===== src/rtl/vending_machine_param.sv =====
// Parametrised vending controller: N_ITEMS products priced from a packed table,
// 10/50 coins, bounded credit, one-coin-per-cycle change and refund pulses.
module vending_machine_param #(
  parameter int N_ITEMS  = 4,
  parameter int ITEM_W   = 2,
  parameter int CREDIT_W = 5,
  parameter int MAX_CREDIT = 9,
  parameter logic [N_ITEMS*CREDIT_W-1:0] PRICE_TABLE = {5'd5, 5'd4, 5'd3, 5'd2}
) (
  input  logic                clk,
  input  logic                reset,
  input  logic [ITEM_W-1:0]   item,
  input  logic                sel,
  input  logic                coin_10,
  input  logic                coin_50,
  input  logic                cancel,
  output logic [CREDIT_W-1:0] credit,
  output logic [CREDIT_W-1:0] price_left,
  output logic [ITEM_W:0]     item_rels,
  output logic                change_return,
  output logic                coin_reject,
  output logic                busy
);

  localparam logic [1:0] IDLE    = 2'd0;
  localparam logic [1:0] COLLECT = 2'd1;
  localparam logic [1:0] VEND    = 2'd2;
  localparam logic [1:0] CHANGE  = 2'd3;

  localparam logic [CREDIT_W:0]   MAX_W  = (CREDIT_W+1)'(MAX_CREDIT);
  localparam logic [CREDIT_W:0]   FIVE_W = (CREDIT_W+1)'(5);
  localparam logic [CREDIT_W:0]   ONE_W  = (CREDIT_W+1)'(1);
  localparam logic [CREDIT_W-1:0] FIVE_C = CREDIT_W'(5);
  localparam logic [CREDIT_W-1:0] ONE_C  = CREDIT_W'(1);

  // Handshake-free block: every input is a single-cycle strobe sampled at the
  // rising edge; every pulse output is valid for exactly the following cycle.

  logic [1:0]          state_q,     state_d;
  logic [CREDIT_W-1:0] credit_q,    credit_d;
  logic                sel_valid_q, sel_valid_d;
  logic [ITEM_W-1:0]   sel_idx_q,   sel_idx_d;
  logic [CREDIT_W-1:0] change_q,    change_d;
  logic                reject_q,    reject_d;

  logic                coin_any;
  logic                ok50;
  logic                ok10;
  logic [CREDIT_W-1:0] cr50;
  logic [CREDIT_W-1:0] new_credit;
  logic [CREDIT_W-1:0] new_price;
  logic [CREDIT_W-1:0] price_sel;

  function automatic logic [CREDIT_W-1:0] price_of(input logic [ITEM_W-1:0] idx);
    logic [CREDIT_W-1:0] p;
    p = '0;
    for (int i = 0; i < N_ITEMS; i++) begin
      if (idx == ITEM_W'(i)) p = PRICE_TABLE[i*CREDIT_W +: CREDIT_W];
    end
    return p;
  endfunction

  // Indices beyond N_ITEMS (non power-of-two tables) are not selectable.
  function automatic logic item_ok(input logic [ITEM_W-1:0] idx);
    logic ok;
    ok = 1'b0;
    for (int i = 0; i < N_ITEMS; i++) begin
      if (idx == ITEM_W'(i)) ok = 1'b1;
    end
    return ok;
  endfunction

  assign coin_any = coin_10 | coin_50;

  // Coin acceptance: the 50 is tried first; an accepted 50 always bumps a
  // simultaneous 10, a rejected 50 leaves the 10 free to be tried on its own.
  always_comb begin
    ok50 = coin_50 && (({1'b0, credit_q} + FIVE_W) <= MAX_W);
    cr50 = ok50 ? (credit_q + FIVE_C) : credit_q;
    ok10 = coin_10 && !ok50 && (({1'b0, cr50} + ONE_W) <= MAX_W);
    new_credit = ok10 ? (cr50 + ONE_C) : cr50;
  end

  always_comb begin
    state_d     = state_q;
    credit_d    = credit_q;
    sel_valid_d = sel_valid_q;
    sel_idx_d   = sel_idx_q;
    change_d    = change_q;
    reject_d    = 1'b0;
    new_price   = '0;
    case (state_q)
      IDLE, COLLECT: begin
        if (cancel && state_q == COLLECT) begin
          reject_d    = coin_any;
          sel_valid_d = 1'b0;
          if (credit_q != '0) begin
            change_d = credit_q;
            credit_d = '0;
            state_d  = CHANGE;
          end else begin
            state_d  = IDLE;
          end
        end else begin
          reject_d = (coin_50 && !ok50) || (coin_10 && !ok10);
          if (sel && item_ok(item)) begin
            sel_valid_d = 1'b1;
            sel_idx_d   = item;
          end
          new_price = price_of(sel_idx_d);
          if (sel_valid_d && new_credit >= new_price) begin
            change_d = new_credit - new_price;
            credit_d = '0;
            state_d  = VEND;
          end else begin
            credit_d = new_credit;
            state_d  = (new_credit != '0 || sel_valid_d) ? COLLECT : IDLE;
          end
        end
      end
      VEND: begin
        reject_d    = coin_any;
        sel_valid_d = 1'b0;
        state_d     = (change_q != '0) ? CHANGE : IDLE;
      end
      CHANGE: begin
        reject_d = coin_any;
        change_d = change_q - ONE_C;
        if (change_q <= ONE_C) state_d = IDLE;
      end
      default: begin
        state_d = IDLE;
      end
    endcase
  end

  always_ff @(posedge clk) begin
    if (reset) begin
      state_q     <= IDLE;
      credit_q    <= '0;
      sel_valid_q <= 1'b0;
      sel_idx_q   <= '0;
      change_q    <= '0;
      reject_q    <= 1'b0;
    end else begin
      state_q     <= state_d;
      credit_q    <= credit_d;
      sel_valid_q <= sel_valid_d;
      sel_idx_q   <= sel_idx_d;
      change_q    <= change_d;
      reject_q    <= reject_d;
    end
  end

  assign price_sel     = price_of(sel_idx_q);
  assign credit        = credit_q;
  assign price_left    = (sel_valid_q && price_sel > credit_q) ? (price_sel - credit_q) : '0;
  assign item_rels     = (state_q == VEND) ? {1'b1, sel_idx_q} : '0;
  assign change_return = (state_q == CHANGE);
  assign coin_reject   = reject_q;
  assign busy          = (state_q == VEND) || (state_q == CHANGE);

endmodule


===== config.mk =====
export PLATFORM = sky130hd
export DESIGN_NAME = vending_machine_param
export DESIGN_NICKNAME = d
export VERILOG_FILES = /design/src/rtl/vending_machine_param.sv
export SDC_FILE = /design/constraint.sdc
export NUM_CORES = 1
export LEC_CHECK = 0
export ABC_AREA = 1
export BUFFER_PORTS_ARGS = -buffer_cell sky130_fd_sc_hd__buf_2
export CAP_MARGIN = 20
export CORE_MARGIN = 5
export CORE_UTILIZATION = 25
export CTS_BUF_LIST = sky130_fd_sc_hd__clkbuf_8
export CTS_CLUSTER_SIZE = 30
export DETAILED_ROUTE_END_ITERATION = 6
export PLACE_DENSITY = 0.53
export SLEW_MARGIN = 40
export SYNTH_ARGS = -nofsm -noshare
export SYNTH_HDL_FRONTEND = slang
export SYNTH_SLANG_ARGS = --single-unit

===== constraint.sdc =====
create_clock -name clk -period 3.5 [get_ports clk]
set_clock_uncertainty 0.1 [all_clocks]
set_input_delay 0.7 -clock clk [delete_from_list [all_inputs] [get_ports clk]]
set_output_delay 0.7 -clock clk [all_outputs]
set_load 0.01 [all_outputs]

Word level (Yosys, flattened, before mapping)

Cells that the tools add are included.

Magnitude comparators: 5
Mux-type cells: 44
Reductions and logical operators: 28
Bitwise logic cells: 2
Add/subtract/negate cells: 7
Eq/ne operators: 16

Operator list:

| operator                                                                 | count |
|---|---|
| 5-bit two-way mux                                                        | 17 |
| 2-bit two-way mux                                                        | 10 |
| 2-bit == test (second input constant)                                    | 8 |
| 5-bit nonzero test                                                       | 3 |
| 6-bit by 4-bit <= comparator with 1-bit output (second input constant)   | 2 |
| 1-bit two-way mux                                                        | 12 |
| 5-bit case mux with 2 select lines                                       | 1 |
| 5-bit subtractor                                                         | 2 |
| 1-bit logical AND                                                        | 9 |
| 2-bit by 1-bit == test with 1-bit output (second input constant)         | 4 |
| 2-bit logical NOT                                                        | 4 |
| 5-bit by 1-bit adder with 6-bit output (second input constant)           | 1 |
| 5-bit by 3-bit adder with 6-bit output (second input constant)           | 1 |
| 3-bit inequality test (second input constant)                            | 2 |
| 2-bit case mux with 3 select lines                                       | 1 |
| 5-bit by 1-bit adder with 5-bit output (second input constant)           | 1 |
| 5-bit by 3-bit adder with 5-bit output (second input constant)           | 1 |
| 5-bit greater-or-equal comparator                                        | 1 |
| 5-bit greater-than comparator                                            | 1 |
| 5-bit by 1-bit <= comparator with 1-bit output (second input constant)   | 1 |
| 5-bit by 1-bit subtractor with 5-bit output (second input constant)      | 1 |
| 2-bit by 1-bit inequality test with 1-bit output (second input constant) | 2 |
| 1-bit case mux with 2 select lines                                       | 2 |
| 2-bit AND reduction                                                      | 2 |
| 8 further kinds                                                          | 13 |

Input bits: 8
Logic and storage cells: 108
Bits in registers: 16
Output and inout bits: 16

Logic depth before layout (Yosys ltp)

Gate-level depths: netlist of the first run.

Word-level depth: 23
Mapped depth: 29
Depth with buffers taken out: 29

Least setup slack after synthesis of the first run

OpenSTA, ideal clock, no wires.

Path type: register to register
Start: register credit_q[0], in the netlist credit[0]
End: register change_q[4]
Stages on the path, launching flop included: 24
Data required time: 3.285 ns
Setup slack: -0.195 ns
Setup time: 0.115 ns
Arrival: 3.480 ns
Path buffers: 0
Cells stage by stage: dfxtp_1 ha_1 o21ai_2 o21ai_4 nand4_1 nand2_2 ha_1 nand3_1 nor2_1 nand2_2 a21oi_4 nand2_4 xor2_1 inv_1 ha_1 fa_1 inv_1 a21oi_1 nand3_1 nand3_1 a21oi_1 nand3_1 nand2_1 nor2_1

Word-level cells in the longest chain between the ends: 12

RTL lines:

| what                                                                             | line     | RTL |
|---|---|---|
| start, declared                                                                  | 40       | `logic [CREDIT_W-1:0] credit_q, credit_d;` |
| start signal, assigned                                                           | 147      | `credit_q <= credit_d;` |
| 5-bit by 3-bit adder with 6-bit output                                           | 78       | `ok50 = coin_50 && (({1'b0, credit_q} + FIVE_W) <= MAX_W);` |
| 6-bit by 4-bit <= comparator with 1-bit output                                   | 78       |  |
| 1-bit logical AND                                                                | 78       |  |
| 5-bit two-way mux                                                                | 79       | `cr50 = ok50 ? (credit_q + FIVE_C) : credit_q;` |
| 5-bit by 1-bit adder with 6-bit output                                           | 80       | `ok10 = coin_10 && !ok50 && (({1'b0, cr50} + ONE_W) <= MAX_W);` |
| 6-bit by 4-bit <= comparator with 1-bit output                                   | 80       |  |
| 1-bit logical AND                                                                | 80       |  |
| 5-bit two-way mux                                                                | 81       | `new_credit = ok10 ? (cr50 + ONE_C) : cr50;` |
| 5-bit subtractor / 5-bit greater-or-equal comparator (equally long branches)     | 112, 111 |  |
| 5-bit two-way mux / 1-bit logical AND (equally long branches)                    | 111      | `if (sel_valid_d && new_credit >= new_price) begin` |
| 5-bit two-way mux / 3-bit inequality test (equally long branches)                | -        |  |
| 5-bit case mux with 2 select lines / 3-bit AND reduction (equally long branches) | -        |  |
| end signal, assigned                                                             | 150      | `change_q <= change_d;` |
| end, declared                                                                    | 43       | `logic [CREDIT_W-1:0] change_q, change_d;` |

Several ways; a longest one is shown, not always the timed one. The select of a mux whose other input is x is not followed.
A chain may end at the register's enable or synchronous reset.

Worst setup path in the final report of the first run

Start: register credit_q[1], in the netlist credit[1]
End: register change_q[4]

Same word-level chain as after synthesis.

==> impl_metrics.ini, run 1 <==
[status]
status = finished, final reports clean

[drt]
viasPerCell = 4.48
drc_errors = 0
drtIter0Drc = 123
vias = 2019
wire_per_inst_um = 11.8
postRouteWirelength_mm = 5.33
dr.pass1.iters = 4
ant_nets = 0

[sta]
hold_violations = 0
setup_tns_ns = 0
rsz0062_at_grt = yes
final_max_slew_viol_count = 0
finalSetupViolations = 0
post-route-period-util_pct = 99.0
relSlewSlack_pct = 58.1
layout_min_cycle_time_ns = 3.47
max_freq_mhz = 289
timing.final.ws_setup_ns = 0.0340
whs_ns = 0.411
tightest_slew_ns = 0.626

[place]
dp.cells = 433
dp_hpwl_mm = 4.26
portBuffers = 22
place_area_um2 = 2310
place_ws_ns = -0.0996
gp_congestion = 0.840

[critical_path]
critPathMaxFanout = 5
worstPathArrival_ns = 3.52
cpPeakStageDelay_ns = 0.37
cpMaxStageDelayCell = dfxtp_4
crit_path_end_kind = flop
r2r_slack_ns = 0.03
crit_type = flop to flop
worstPathRequired_ns = 3.56
startpoint_type = flop
crit_chain = ha_4 > o21ai_4 > nand2_2 > o21ai_4 > nand4_1 > nand2_2 > ha_4 > nand3_2 > nor2_2 > nand2_2 > a21oi_4 > nand2_4 > xor2_2 > inv_1 > ha_2 > fa_2 > inv_2 > a21oi_2 > nand3_1 > nand3_1 > a21oi_2 > nand3_1 > nand2_1 > nor2_1

[die]
core_area_um2 = 6830
io_pins = 24
die_y_um = 94.2
fp.dieW_um = 94.2
start_util_pct = 25.9
core.rowCount = 30
dieArea_um2 = 8870

[yosys]
synth_edf_count = 0
synth.distinct_cells = 31
async_flop_share_pct = 0
ys.warnings.count = 0
syn-num-nets = 308
syn_inst = 284
synth-main-ff-cell = dfxtp_1
ys_ff_latch = 16
netlist_area_um2 = 1770
yosysSeqAreaShare_pct = 18.1
avgSynthCellArea_um2 = 6.23

[final_layout]
stdcell_count = 451
fin_nets = 380
fillers = 748
drive_gt1_share_pct = 38.6
regArea_um2 = 329
area_growth_syn_to_layout_pct = 44.5
multiInputGateArea_um2 = 1390
diodes = 0
postLayoutCellArea_um2 = 2560

[pwr]
powerDensity_nw_per_um2 = 931
pwr-share-comb_pct = 80.4
ir_drop_uv = 255
p_sw_w = 0.00118
swShare_pct = 49.7
p_clk_share_pct = 6.2
seq_power_share_pct = 13.4
p_int_w = 0.00120
p_leak_nw = 1.29

[global_route]
antenna_found_initial = 0
grt_pass1_wl_mm = 8.74
grt_pass1_vias = 1866
grt_max_degree = 13
grt_use_total_pct = 12.4
overflow = 0

[flow_run]
max_cap_viol_count = 0

[clocking]
h-tree-depth = 1
cts_sinks = 16
cts_made_buffers = 3
clk_latency_ns = 0.26
clk_pin_slew_worst_paths_ns = 0.07
cts_tree = built
cts_root_buf = clkbuf_8
clock_path_buffers = 2

[min_path]
worst_hold_path_type = flop to flop
[area by class of cell]
cell class	count	share of cell area, %
clock buffers	3	1.61
clock inverters	1	0.147
inverters	44	6.51
multi-input cells	216	54.2
flip-flops and latches	16	12.9
well taps	96	4.70
repair buffers	75	20.0
[flip-flops by register name (all words and copies together) (netlist names)]
register,count
coin_reject,1
credit,5
state_q,2
sel_valid_q,1
sel_idx_q,2
change_q,5
[cell usage after synthesis, types with 2 or more instances]
cell	count	area [µm²]
nand3_2	6	60.1
o21ai_2	2	17.5
nor3_1	5	25.0
clkbuf_1	6	22.5
a21oi_1	25	125
ha_1	14	175
nand2_4	4	45.0
dfxtp_1	16	320
o21ai_0	9	45.0
nand2_2	9	56.3
nor2_2	2	12.5
nand3_1	21	105
nor2_1	28	105
nand4_1	13	81.3
inv_1	41	154
nand2_1	65	244
inv_2	2	7.51
xor2_1	2	17.5
fa_1	2	40.0
[layout by cell type (no fill, tap or decap), drive strengths merged]
master,n
a21oi,26
a221oi,1
buf,75
clkbuf,3
clkinv,2
conb,1
dfxtp,16
fa,2
ha,14
inv,43
nand2,78
nand3,28
nand4,14
nor2,30
nor3,5
o21a,1
o21ai,12
o31ai,1
or2,1
xor2,2
[logic make-up after synthesis]
logic type	synth area share, %
flip-flops	18.1
adder cells (fa/ha/maj)	12.2
XOR/XNOR	0.990
AO/OA/AOI/OAI	13.8
AND/OR/NAND/NOR	43.5
buffers and inverters	11.2
other	0.212
[repair_timing]
item                                    in CTS  in global routing
setup buffers                                7                  7
pin swaps                                   21                 17
gates resized for setup                      5                 19
hold buffers                                 0                  0
endpoints found under the setup margin      11                 12
[power groups by stage]
stage / clock (W) / sequential [W] / combinational [W]
after floorplan: 0 / 0.000315 / 0.00110
after global placement: 0 / 0.000322 / 0.00165
after detailed placement: 0 / 0.000323 / 0.00165
after CTS: 0.000150 / 0.000320 / 0.00176
after global routing: 0.000156 / 0.000329 / 0.00216
final: 0.000147 / 0.000319 / 0.00191
[worst max-delay path, delay by kind of cell, from the launching register on]
kind                     cells  cell delay [ns]
AO/OA/AOI/OAI                5             0.63
buffers and inverters        2             0.13
adder cells (fa/ha/maj)      4             0.87
XOR/XNOR                     1             0.17
AND/OR/NAND/NOR             12             1.08
flip-flops                   1             0.37
[per-stage QoR]
stage               power, W  util, %
floorplan            0.00141        -
global placement     0.00197     33.9
detailed placement   0.00198     33.9
CTS                  0.00223     35.5
global route         0.00264     37.4
finish               0.00238     37.4
[per-layer routing]
layer	track usage [%]	part of all wire, %	up-vias
li1	-	-	1061
met1	16.6	46	908
met2	21.0	49	42
met3	0.801	3.6	8
met4	3.73	1.7	0
met5	0	0	-
[final timing paths]
path,start,end,cells after the start
worst max-delay path,credit[1],change_q[4],24
worst max register to register,credit[1],change_q[4],24
worst min register to register,change_q[1],change_q[1],2
worst min-delay path,change_q[1],change_q[1],2
(Power assumes the default switching activity.)
==> run 2: changes to the inputs <==
- ABC_AREA: 1 -> not set
- PLACE_DENSITY: 0.53 -> 0.52
==> run 2 against run 1 <==
The run now ends with setup timing left. Total power increased by 0.68%. Via count increased by 1.5%. Clock-buffer cell count grew 1. Cell area grew 7.8%. Routed wire length grew 11%. Cell count shrank 6.4%. Critical path depth shrank 5. Critical endpoint is now credit[2]. Largest cell class unchanged.
==> impl_metrics.ini, run 2 <==
[status]
status = finished, violations left
violations = setup timing

[final_layout]
layout_common_cells = 54 x buf_4, 26 x nor2_1, 24 x nand2_1
diodes = 0
stdcell_count = 422
final_common_cell = buf_4
drive_gt1_share_pct = 39.3
fin_nets = 348
fillers = 752
area_growth_syn_to_layout_pct = 44.6

[critical_path]
crit_chain = ha_4 > nor2_4 > a32oi_4 > a32oi_4 > buf_6 > mux2_4 > or3_1 > a21oi_2 > o2111ai_2 > mux2_4 > ha_4 > and3_4 > nand4_1 > o311ai_2 > nor3_2 > a41oi_2 > nand2b_4 > or3b_1 > a21oi_1
path_buf_inv = 1
crit_type = flop to flop
cpPeakStageDelay_ns = 0.38
cpMaxStageDelayCell = or3_1
startpoint_type = flop
worstPathRequired_ns = 3.58
worstPathArrival_ns = 4.45
critPathTopFamily = simple AND/OR/NAND/NOR gates
crit_path_end_kind = flop
critPathMaxFanout = 5

[pwr]
swShare_pct = 45.5
pwr-share-comb_pct = 79.0
p_clk_share_pct = 7.1
ir_drop_uv = 225
p_int_w = 0.00131
p_leak_nw = 1.19
powerDensity_nw_per_um2 = 869
seq_power_share_pct = 13.9
p_sw_w = 0.00109

[drt]
vias = 2049
ant_nets = 0
dr.pass1.iters = 4
drtIter0Drc = 122
drc_errors = 0
postRouteWirelength_mm = 5.91
viasPerCell = 4.86
wire_per_inst_um = 14.0

[place]
dp_hpwl_mm = 4.81
portBuffers = 22
gp_congestion = 0.879
dp.cells = 410

[yosys]
synth_edf_count = 0
yosysSeqAreaShare_pct = 16.8
avgSynthCellArea_um2 = 7.57
yosys-top-cells-count = 28 x nor2_1, 25 x nand2_1, 20 x a21oi_1
synth.distinct_cells = 70
ys_ff_latch = 16
syn_inst = 252
async_flop_share_pct = 0
yosys.area.top_type = dfxtp_1
synth-main-ff-cell = dfxtp_1
ys_top_cells_by_area = dfxtp_1 17%, ha_1 9.2%, nor2_1 5.5%
ys.warnings.count = 0
yosys.area.top_type_share_pct = 16.8
syn-num-nets = 276
yosysMostFrequentCell = nor2_1
netlist_area_um2 = 1910

[sta]
relSlewSlack_pct = 58.0
post-route-period-util_pct = 125
final_max_slew_viol_count = 0
max_freq_mhz = 229
timing.final.ws_setup_ns = -0.867
rsz0062_at_grt = yes
hold_violations = 0
whs_ns = 0.388
finalSetupViolations = 12
layout_min_cycle_time_ns = 4.37
tightest_slew_ns = 0.629

[die]
dieArea_um2 = 9470
io_pins = 24
core_area_um2 = 7330
fp.dieW_um = 97.3
core.rowCount = 31
start_util_pct = 26.0
die_y_um = 97.3

[flow_run]
max_cap_viol_count = 0

[global_route]
grt_max_degree = 20
grt_pass1_wl_mm = 10.3
antenna_found_initial = 0
grt_pass1_vias = 2082
grt_use_total_pct = 12.8
overflow = 0

[min_path]
worst_hold_path_type = flop to flop

[clocking]
clock_path_buffers = 2
h-tree-depth = 1
clk_latency_ns = 0.25
cts_made_buffers = 3
cts_sinks = 16
clk_pin_slew_worst_paths_ns = 0.07
cts_tree = built
hold_buffers = 0
cts_root_buf = clkbuf_8
[run 2: cell count changes after synthesis, sizes merged, moves of 5 or more]
cell    previous run  this run
a211oi             0         6
a21oi             26        21
and3               0         5
inv               43        19
nand2             78        26
nand2b             0         8
nand3             28         6
nand4             14         5
[run 2: kinds of logic after synthesis]
logic type	after synthesis	share of synthesized area [%]
adder cells (fa/ha/maj)	16	11.3
AND/OR/NAND/NOR	106	30.1
flip-flops	16	16.8
XOR/XNOR	7	3.94
other	1	0.197
AO/OA/AOI/OAI	70	27.4
buffers and inverters	31	6.43
multiplexers	5	3.87
[run 2: layout make-up]
type,count,area (µm²),area share (%)
multi-input cells,205,1630,59.1
clock buffers,4,55.1,2.00
flip-flops and latches,16,328,11.9
repair buffers,79,549,19.9
well taps,99,124,4.49
inverters,19,71.3,2.59
[run 2: worst paths after layout]
check / cells past startpoint / end / slack, ns / startpoint
hold reg to reg: 2 / change_q[4] / 0.39 / change_q[4]
hold / removal: 2 / change_q[4] / 0.39 / change_q[4]
setup / recovery: 19 / credit[2] / -0.87 / credit[1]
setup reg to reg: 19 / credit[2] / -0.87 / credit[1]
[run 2: what timing repair did]
action / 4_1_cts / 5_1_grt
gates resized for setup: 18 / 8
endpoints found under the setup margin: 12 / 12
pin swaps: 6 / 7
cloned: 0 / 0
setup buffers: 6 / 2
[run 2: worst min-delay path: cells and delay by family (launching register included)]
family	cells	cell delay, ns
flip-flops	1	0.31
AO/OA/AOI/OAI	2	0.13
[run 2: power by group through the flow]
stage                     sequential (W)  clock (W)  combinational (W)
after floorplan                 0.000314          0            0.00109
after detailed placement        0.000325          0            0.00168
after global placement          0.000326          0            0.00169
after CTS                       0.000330   0.000173            0.00184
after global routing            0.000344   0.000180            0.00210
final                           0.000333   0.000169            0.00189
[run 2: through the flow]
stage	utilization, %	area [µm²]	setup WS, ns	TNS (ns)	total power (W)
floorplan	-	2000	-1.05	-11.68	0.00141
finish	37.6	2760	-0.867	-9.67	0.00240
detailed placement	34.5	2530	-1.06	-11.46	0.00201
global route	37.6	2760	-1.04	-12.05	0.00262
global placement	34.5	2530	-1.04	-11.07	0.00201
CTS	37.0	2710	-0.848	-9.20	0.00234
[run 2: layer usage]
| layer | track usage [%] | wire length [µm] |
|---|---|---|
| met5 | 0 | 0 |
| met1 | 16.5 | 2650 |
| met4 | 2.56 | 46 |
| met2 | 23.0 | 2980 |
| met3 | 1.36 | 233 |
